$ cat config.mk
export PLATFORM = sky130hd
export DESIGN_NAME = vga_sync_gen
export DESIGN_NICKNAME = d
export VERILOG_FILES = /design/src/rtl/vga_sync_gen.sv
export SDC_FILE = /design/constraint.sdc
export NUM_CORES = 1
export LEC_CHECK = 0
export CORE_MARGIN = 1
export CORE_UTILIZATION = 50
export CTS_BUF_LIST = sky130_fd_sc_hd__clkbuf_2 sky130_fd_sc_hd__clkbuf_4 sky130_fd_sc_hd__clkbuf_8
export CTS_CLUSTER_SIZE = 12
export DETAILED_ROUTE_END_ITERATION = 12
export PLACE_DENSITY = 0.79
export SETUP_SLACK_MARGIN = 0.05
export SYNTH_ARGS = -nofsm -noshare
export SYNTH_HDL_FRONTEND = slang
export SYNTH_SLANG_ARGS = --single-unit
$ cat constraint.sdc
create_clock -name vga_clk -period 2.9 [get_ports vga_clk]
set_clock_uncertainty 0.1 [all_clocks]
set_input_delay 0.58 -clock vga_clk [delete_from_list [all_inputs] [get_ports vga_clk]]
set_output_delay 0.58 -clock vga_clk [all_outputs]
set_load 0.005 [all_outputs]
$ cat src/rtl/vga_sync_gen.sv
// VGA timing generator: free-running pixel/line counters with sync, blank and frame markers.
// All markers are registered from the next counter values so they line up with DrawX/DrawY.
module vga_sync_gen #(
  parameter int H_ACTIVE = 640,
  parameter int H_FP     = 16,
  parameter int H_SYNC   = 96,
  parameter int H_BP     = 48,
  parameter int V_ACTIVE = 480,
  parameter int V_FP     = 10,
  parameter int V_SYNC   = 2,
  parameter int V_BP     = 33
) (
  input  logic        vga_clk,
  input  logic        reset,
  output logic        hs,
  output logic        vs,
  output logic        blank,
  output logic        sync,
  output logic [9:0]  DrawX,
  output logic [9:0]  DrawY,
  output logic        frame_start,
  output logic [15:0] frame_count
);

  localparam int H_TOTAL = H_ACTIVE + H_FP + H_SYNC + H_BP;
  localparam int V_TOTAL = V_ACTIVE + V_FP + V_SYNC + V_BP;

  localparam logic [9:0] H_LAST   = 10'(H_TOTAL - 1);
  localparam logic [9:0] V_LAST   = 10'(V_TOTAL - 1);
  localparam logic [9:0] H_VIS    = 10'(H_ACTIVE);
  localparam logic [9:0] V_VIS    = 10'(V_ACTIVE);
  localparam logic [9:0] HS_FIRST = 10'(H_ACTIVE + H_FP);
  localparam logic [9:0] HS_LAST  = 10'(H_ACTIVE + H_FP + H_SYNC - 1);
  localparam logic [9:0] VS_FIRST = 10'(V_ACTIVE + V_FP);
  localparam logic [9:0] VS_LAST  = 10'(V_ACTIVE + V_FP + V_SYNC - 1);

  logic [9:0]  r_x;
  logic [9:0]  r_y;
  logic        r_hs;
  logic        r_vs;
  logic        r_blank;
  logic        r_frameStart;
  logic [15:0] r_frameCount;

  logic        w_xWrap;
  logic        w_yWrap;
  logic [9:0]  w_nextX;
  logic [9:0]  w_nextY;

  always_comb begin
    w_xWrap = (r_x == H_LAST);
    w_yWrap = w_xWrap && (r_y == V_LAST);
    w_nextX = w_xWrap ? 10'd0 : r_x + 10'd1;
    if (w_yWrap) begin
      w_nextY = 10'd0;
    end else if (w_xWrap) begin
      w_nextY = r_y + 10'd1;
    end else begin
      w_nextY = r_y;
    end
  end

  // A frame wraps exactly when the next position is (0,0), so frame_start and the counter share w_yWrap.
  always_ff @(posedge vga_clk) begin
    if (reset) begin
      r_x          <= 10'd0;
      r_y          <= 10'd0;
      r_hs         <= 1'b1;
      r_vs         <= 1'b1;
      r_blank      <= 1'b0;
      r_frameStart <= 1'b0;
      r_frameCount <= 16'd0;
    end else begin
      r_x          <= w_nextX;
      r_y          <= w_nextY;
      r_hs         <= !((w_nextX >= HS_FIRST) && (w_nextX <= HS_LAST));
      r_vs         <= !((w_nextY >= VS_FIRST) && (w_nextY <= VS_LAST));
      r_blank      <= (w_nextX < H_VIS) && (w_nextY < V_VIS);
      r_frameStart <= w_yWrap;
      if (w_yWrap) begin
        r_frameCount <= r_frameCount + 16'd1;
      end
    end
  end

  assign hs          = r_hs;
  assign vs          = r_vs;
  assign blank       = r_blank;
  assign sync        = 1'b0;
  assign DrawX       = r_x;
  assign DrawY       = r_y;
  assign frame_start = r_frameStart;
  assign frame_count = r_frameCount;

endmodule

# Word-level counts from Yosys, hierarchy flattened

Cells that the tools add are included.

Output and inout bits: 41
Logic and storage cells: 27
Register bits after elaboration: 40
Bits of input ports: 2

Muxes and demuxes: 3
Equality and inequality tests: 2
Order comparisons: 6
Add/subtract/negate cells: 3
Reduce and logical (&&, ||, !) cells: 6

Operators by type and width:

| operator                                                     | number |
|---|---|
| two-way mux 10 bit                                           | 3 |
| adder 10 x 1 -> 10 bit (second input constant)               | 2 |
| equality test 10 bit (second input constant)                 | 2 |
| adder 16 x 1 -> 16 bit (second input constant)               | 1 |
| >= comparator 10 bit (second input constant)                 | 1 |
| >= comparator 10 x 9 -> 1 bit (second input constant)        | 1 |
| <= comparator 10 bit (second input constant)                 | 1 |
| <= comparator 10 x 9 -> 1 bit (second input constant)        | 1 |
| less-than comparator 10 bit (second input constant)          | 1 |
| less-than comparator 10 x 9 -> 1 bit (second input constant) | 1 |
| logical AND 1 bit                                            | 4 |
| zero test 1 bit                                              | 2 |

# Depth between registers and ports, before layout

Gate-level depths: netlist of the first run.

Depth in word-level cells: 6
Mapped depth: 8

# Least setup slack after synthesis of the first run

Ideal clock, no wire load.

Path kind: register to register
Start point: reg r_x[5], in the netlist DrawX[5]
End point: reg r_blank, in the netlist blank
Arrival time: 1.981 ns
Buffers on the path: 3
Path slack: 0.686 ns
Stages on the path, launching flop included: 9
Period minus slack after synthesis: 2.214 ns
Data required time: 2.667 ns
Path through: dfxtp_1 > buf_2 > or4b_1 > buf_2 > or3_1 > clkbuf_1 > nor3b_1 > a21oi_1 > nor4b_1

Cells in the longest elaborated chain, start to end: 5

RTL lines:

| what                                                           | RTL line | source |
|---|---|---|
| start, declared                                                | 37       | `logic [9:0] r_x;` |
| start signal, assigned                                         | 74       | `r_x <= w_nextX;` |
| branches (longest 4 deep; another with adder 10 x 1 -> 10 bit) | --       |  |
| logical AND 1 bit *                                            | 78       | `r_blank <= (w_nextX < H_VIS) && (w_nextY < V_VIS);` |
| end signal, assigned                                           | 78       |  |
| end, declared                                                  | 41       | `logic r_blank;` |

Mark *: on every way between the ends.
A chain may end at the register's enable or synchronous reset.

# Worst setup path in the final report of the first run

Start point: reg r_x[6], in the netlist DrawX[6]
End point: reg r_frameCount[8], in the netlist frame_count[8]

Cells in the longest elaborated chain, start to end: 2

RTL lines:

| what                 | RTL line | source |
|---|---|---|
| equality test 10 bit | 51       | `w_xWrap = (r_x == H_LAST);` |
| logical AND 1 bit    | 52       | `w_yWrap = w_xWrap && (r_y == V_LAST);` |
| end signal, assigned | 81       | `r_frameCount <= r_frameCount + 16'd1;` |
| end, declared        | 43       | `logic [15:0] r_frameCount;` |

Every way passes these cells.

==> results.yml, run 1 <==
run_status:
  status: "finished, final reports clean"
critical_path:
  crit_type: "reg -> reg"
  crit_path_top_delay_cell: "or4b_1"
  r2r-end: "frame_count[8]"
  cp_cell_sequence: "or4b_1, nor3_4, buf_4, nand4_1, or3_1, a21oi_1"
  required_ns: 3.01
  crit_path_end_kind: "register"
  critPathMaxFanout: 11
  critPathLaunchType: "register"
  r2r_start: "DrawX[6]"
  worstPathArrival_ns: 2.69
  rr_worst_depth: 6
  ff2ff_setup_slack_ns: 0.33
  crit_buf_inv: 1
  max_stage_delay_ns: 0.70
  cp_top_family: "simple AND/OR/NAND/NOR gates"
placed_design:
  dpl_cell_area_mm2: 0.002467
  gp_congestion: 0.8696
  place_ws_ns: 0.3762
  dp_hpwl_um: 3332
  dp.cells: 327
  port-buffer-count: 41
yosys:
  synth_top_area_cell: "dfxtp_1"
  synthTopCellsByArea: "dfxtp_1 39%, nor2_1 5.0%, a21oi_1 4.4%"
  synthCells: 248
  synth.top_cells.by_count: "40 x dfxtp_1, 27 x nor2_1, 18 x a21oi_1"
  netlist.area_leader.share_pct: 39.38
  yosysSeqAreaShare_pct: 39.38
  ys_ff_latch: 40
  synth_cell_types: 42
  synth_ff_type: "dfxtp_1"
  synth_edf_count: 0
  synth_fp_nets: 255
  synth_area_mm2: 0.002033
  yosysWarnings: 0
  synth_most_common_cell: "dfxtp_1"
  async_flop_share_pct: 0
  post_synth.cell_area_avg_um2: 8.198
global_route:
  grt_pass1_vias: 1590
  antenna_found_initial: 0
  grt_pass1_wl_um: 7534
  grt.overflow.total: 0
  grt_util_all_layers_pct: 22.44
  grt_start_max_net_pins: 34
timing:
  final.setup.tns_ns: 0
  layout_min_cycle_time_ns: 2.571
  slew_violations: 0
  max_slew.worst_pin.slew_ns: 0.5437
  holdWs_ns: 0.4008
  hold_viol: 0
  fin_ws_ns: 0.3285
  setup_viol: 0
  rsz0062_at_grt: "false"
  fin_crit_sh_pct: 88.67
  clock.fmax_mhz: 388.9
  slew-limit-headroom_pct: 63.48
power_and_ir_drop:
  peakVddDrop_mv: 0.4160
  p_leak_nw: 0.8578
  p_comb_share_pct: 2.7
  p_clk_share_pct: 40.4
  swShare_pct: 20.81
  intPower_uw: 778.4
  p_sw_uw: 204.6
  p_seq_share_pct: 56.9
  powerDensity_mw_per_mm2: 383.2
final_layout:
  drive_gt1_share_pct: 5.575
  seqCellArea_um2: 800.8
  antenna_cells: 0
  fin_cells: 335
  multi_input_area_mm2: 0.001136
  area_delta_synth_final_pct: 26.15
  fin_area_mm2: 0.002565
  final_nets: 293
  fillCellCount: 344
floorplan:
  rows: 22
  fp.dieW_um: 65.77
  fp.dieH_um: 65.77
  dieArea_mm2: 0.004326
  start_util_pct: 53.92
  coreArea_mm2: 0.003771
  io_pins: 43
route:
  wl_um: 4718
  drc: 0
  wire_per_inst_um: 14.08
  vias_per_cell: 5.773
  initialDrtViolationCount: 145
  ant_nets: 0
  vias: 1934
  drt_first_pass_iters: 5
clock_tree:
  cts_buffers: 5
  post_cts_buffers: 0
  ctsResizeCount: 0
  clock_path_buffers: 2
  cts_tree: "yes"
  cts.sinks: 40
  path_clk_slew_ns: 0.07
  clock_latency_ns: 0.29
  h-tree-depth: 2
  cts_hold_buf: 0
  cts_root_buffer: "clkbuf_8"
worst_hold_path:
  hold_path_end: "frame_count[15]"
  hold_path_class: "reg -> reg"
  min-delay-start: "frame_count[15]"
  whs_path_depth: 2
flow_run:
  maxCapViolCount: 0
==> per-stage QoR <==
step / util, % / power, mW
2_1_floorplan: - / 0.5850
6_report: 68.02 / 0.9829
3_5_place_dp: 65.43 / 0.5987
5_1_grt: 68.02 / 1.020
3_3_place_gp: 65.43 / 0.5986
4_1_cts: 68.02 / 0.9906
==> worst max-delay path by stage <==
stage                         from         endpoint  depth (start not counted)
after floorplan           DrawX[5]            blank                          8
after global placement    DrawX[6]  frame_count[14]                          6
after detailed placement  DrawX[6]  frame_count[14]                          6
after CTS                 DrawX[6]   frame_count[8]                          6
after global routing      DrawX[5]  frame_count[14]                          6
final                     DrawX[6]   frame_count[8]                          6
==> worst register-to-register path: stages (launching register included) <==
cell	delay, ns
dfxtp_1	0.38
or4b_1	0.70
nor3_4	0.25
buf_4	0.21
nand4_1	0.31
or3_1	0.41
a21oi_1	0.14
==> kinds of logic (layout without fill, tap and decap cells) <==
kind of cell / count (synthesis) / in the layout / synth area share [%]
xor+xnor: 14 / 14 / 6.031
fa+ha+maj: 5 / 5 / 3.077
flops: 40 / 40 / 39.38
simple gates: 118 / 118 / 32.55
mux: 1 / 1 / 0.4923
compound gates: 47 / 47 / 13.54
other cells: 1 / 1 / 0.1844
buf+inv: 22 / 61 / 4.738
==> state kept, by name, summed over array words and instances (netlist names) <==
signal       flops
hs               1
frame_start      1
blank            1
vs               1
DrawY           10
frame_count     16
DrawX           10
==> per-layer routing <==
layer | vias up | GRT usage, % | part of all wire (%)
met1 | 897 | 32.52 | 48
met5 | - | 0 | 0
met2 | 56 | 33.55 | 45
li1 | 973 | - | -
met3 | 8 | 4.310 | 5.6
met4 | 0 | 5.978 | 1.3
==> cell usage in the layout, fill, tap and decap left out, types with 2 or more instances in the layout <==
cell type,n
nand3b_1,2
nor3b_1,3
nand3_1,14
xor2_1,7
buf_4,4
clkdlybuf4s50_1,41
a211oi_1,2
nand4_1,14
nor3_1,8
inv_1,8
clkbuf_4,2
and2_1,3
ha_1,5
xnor2_1,7
o21ai_0,17
dfxtp_1,40
nand2_1,13
or3_1,12
and3_1,6
nor2b_1,2
nor2_1,27
a21oi_1,18
and4_1,6
clkbuf_8,6
o211ai_1,2
==> cell type report <==
type,count,share of cell area [%]
multi-input cells,186,44.29
clock buffers,8,3.805
repair buffers,45,17.17
inverters,8,1.171
well taps,48,2.341
flip-flops and latches,40,31.22
==> power by group through the flow <==
stage / sequential, mW / clock, mW / combinational (mW)
after floorplan: 0.571 / 0 / 0.0136
after global placement: 0.572 / 0 / 0.0261
after detailed placement: 0.572 / 0 / 0.0263
after CTS: 0.559 / 0.405 / 0.0264
after global routing: 0.560 / 0.432 / 0.0280
final: 0.559 / 0.398 / 0.0260
Note: power is estimated with default switching activity, not from simulation.
==> inputs of run 2 (changes only) <==
- REMOVE_ABC_BUFFERS: not set -> 1
==> run 2 against run 1 <==
Compared with the run above: critical path depth decreased by 1; critical path type unchanged; total power increased by 6.0%; cell count decreased by 0.30%; die area unchanged; largest cell class unchanged.
==> results.yml, run 2 (synthesized netlist as in run 1, its figures left out) <==
run_status:
  status: "finished, final reports clean"
timing:
  setup_viol: 0
  clock.fmax_mhz: 394.1
  hold_viol: 0
  fin_crit_sh_pct: 87.51
  rsz0062_at_grt: "false"
  final.setup.tns_ns: 0
  layout_min_cycle_time_ns: 2.538
  slew_violations: 0
  holdWs_ns: 0.3930
power_and_ir_drop:
  swShare_pct: 21.32
  p_sw_uw: 222.2
  p_clk_share_pct: 43.8
  p_comb_share_pct: 2.5
  intPower_uw: 820.0
  p_leak_nw: 0.8542
  p_seq_share_pct: 53.7
  peakVddDrop_mv: 0.3178
  powerDensity_mw_per_mm2: 405.3
floorplan:
  dieArea_mm2: 0.004326
  fp.dieW_um: 65.77
  rows: 22
  start_util_pct: 53.92
  io_pins: 43
  coreArea_mm2: 0.003771
  fp.dieH_um: 65.77
final_layout:
  final_common_cell: "clkdlybuf4s50_1"
  final_cell_mix: "41 x clkdlybuf4s50_1, 40 x dfxtp_1, 27 x nor2_1"
  largest_register_ffs: 16
  fillCellCount: 322
  fin_cells: 334
  antenna_cells: 0
  final_nets: 292
  final_util_pct: 68.18
  area_delta_synth_final_pct: 26.46
  drive_gt1_share_pct: 5.245
clock_tree:
  ctsResizeCount: 0
  clock_path_buffers: 2
  cts_root_buffer: "clkbuf_8"
  cts_tree: "yes"
  post_cts_buffers: 0
  cts_buffers: 5
  clock_latency_ns: 0.29
  h-tree-depth: 2
  path_clk_slew_ns: 0.08
  cts_hold_buf: 0
  cts.sinks: 40
placed_design:
  port-buffer-count: 41
  dp_hpwl_um: 3291
  gp_congestion: 0.8512
  dp.cells: 326
worst_hold_path:
  hold_path_class: "reg -> reg"
  min-delay-start: "frame_count[15]"
route:
  wl_um: 4661
  initialDrtViolationCount: 135
  ant_nets: 0
  wire_per_inst_um: 13.96
  vias: 1925
  drt_first_pass_iters: 4
  vias_per_cell: 5.763
  drc: 0
global_route:
  grt_pass1_wl_um: 7700
  grt_pass1_vias: 1655
  grt_util_all_layers_pct: 23.43
  antenna_found_initial: 0
  grt_start_max_net_pins: 38
  grt.overflow.total: 0
flow_run:
  maxCapViolCount: 0
critical_path:
  rr_worst_depth: 5
  required_ns: 3.03
  cp_cell_sequence: "or4b_1, nor3_4, nand4_1, or4_1, a21oi_1"
  ff2ff_setup_slack_ns: 0.36
  r2r-end: "frame_count[15]"
  cp-startpoint: "DrawX[6]"
  critPathMaxFanout: 11
  crit_type: "reg -> reg"
  cp-endpoint: "frame_count[15]"
  r2r_start: "DrawX[6]"
  worstPathArrival_ns: 2.66
  crit_path_end_kind: "register"
  max_stage_delay_ns: 0.70
  crit_path_top_delay_cell: "or4b_1"
  critPathLaunchType: "register"
[run 2: cell types whose count changed in the layout (fill, tap and decap cells not counted)]
cell / before / now
buf_4: 4 / 3
clkbuf_8: 6 / 5
clkinvlp_4: 0 / 1
bufinv_16: 0 / 1
clkinv_2: 0 / 1
clkbuf_4: 2 / 0
[run 2: layout make-up]
type	instances	area, um^2	share of cell area [%]
timing repair buffer	44	432.9	16.84
inverter	8	30.03	1.168
multi-input combinational	186	1136	44.18
sequential	40	800.8	31.14
tap	48	60.06	2.336
clock inverter	3	42.54	1.654
clock buffer	5	68.82	2.676
[run 2: metal layers]
metal	vias up	GRT usage, %	wire length (um)
li1	976	-	-
met1	905	30.79	2238
met4	0	10.05	72
met3	6	5.172	143
met5	-	0	0
met2	38	36.61	2207
[run 2: power by group through the flow]
stage	logic, mW	clock network, mW	registers, mW
final	0.0259	0.457	0.559
after global routing	0.0289	0.490	0.560
after CTS	0.0263	0.462	0.559
after detailed placement	0.0261	0	0.572
after global placement	0.0259	0	0.572
after floorplan	0.00617	0	0.571
[run 2: how the worst min path moves through the flow]
stage	end	slack, ns	depth (start not counted)
after floorplan	frame_count[15]	0.36	2
after global placement	frame_count[15]	0.37	2
after detailed placement	frame_count[15]	0.38	2
after CTS	frame_count[15]	0.39	2
after global routing	frame_count[15]	0.42	2
final	frame_count[15]	0.39	2
[run 2: critical path: cells and delay by family, from the launching register on]
| kind | cells | cell delay (ns) |
|---|---|---|
| DFF | 1 | 0.39 |
| AOI/OAI and AO/OA | 1 | 0.15 |
| and+or+nand+nor | 4 | 1.83 |
[run 2: through the flow]
stage / area (um^2) / setup WS, ns / power (mW)
3_3_place_gp: 2460 / 0.4859 / 0.5978
4_1_cts: 2571 / 0.3827 / 1.048
5_1_grt: 2571 / 0.2056 / 1.079
3_5_place_dp: 2460 / 0.4141 / 0.5986
6_report: 2571 / 0.3623 / 1.042
2_1_floorplan: 1967 / 0.4473 / 0.5776
==> inputs of run 3 (changes only) <==
- CAP_MARGIN: not set -> 30
- REMOVE_ABC_BUFFERS: 1 -> not set
==> results of run 3 <==
No change in the layout: final DEF, timing and power equal those of run 1.
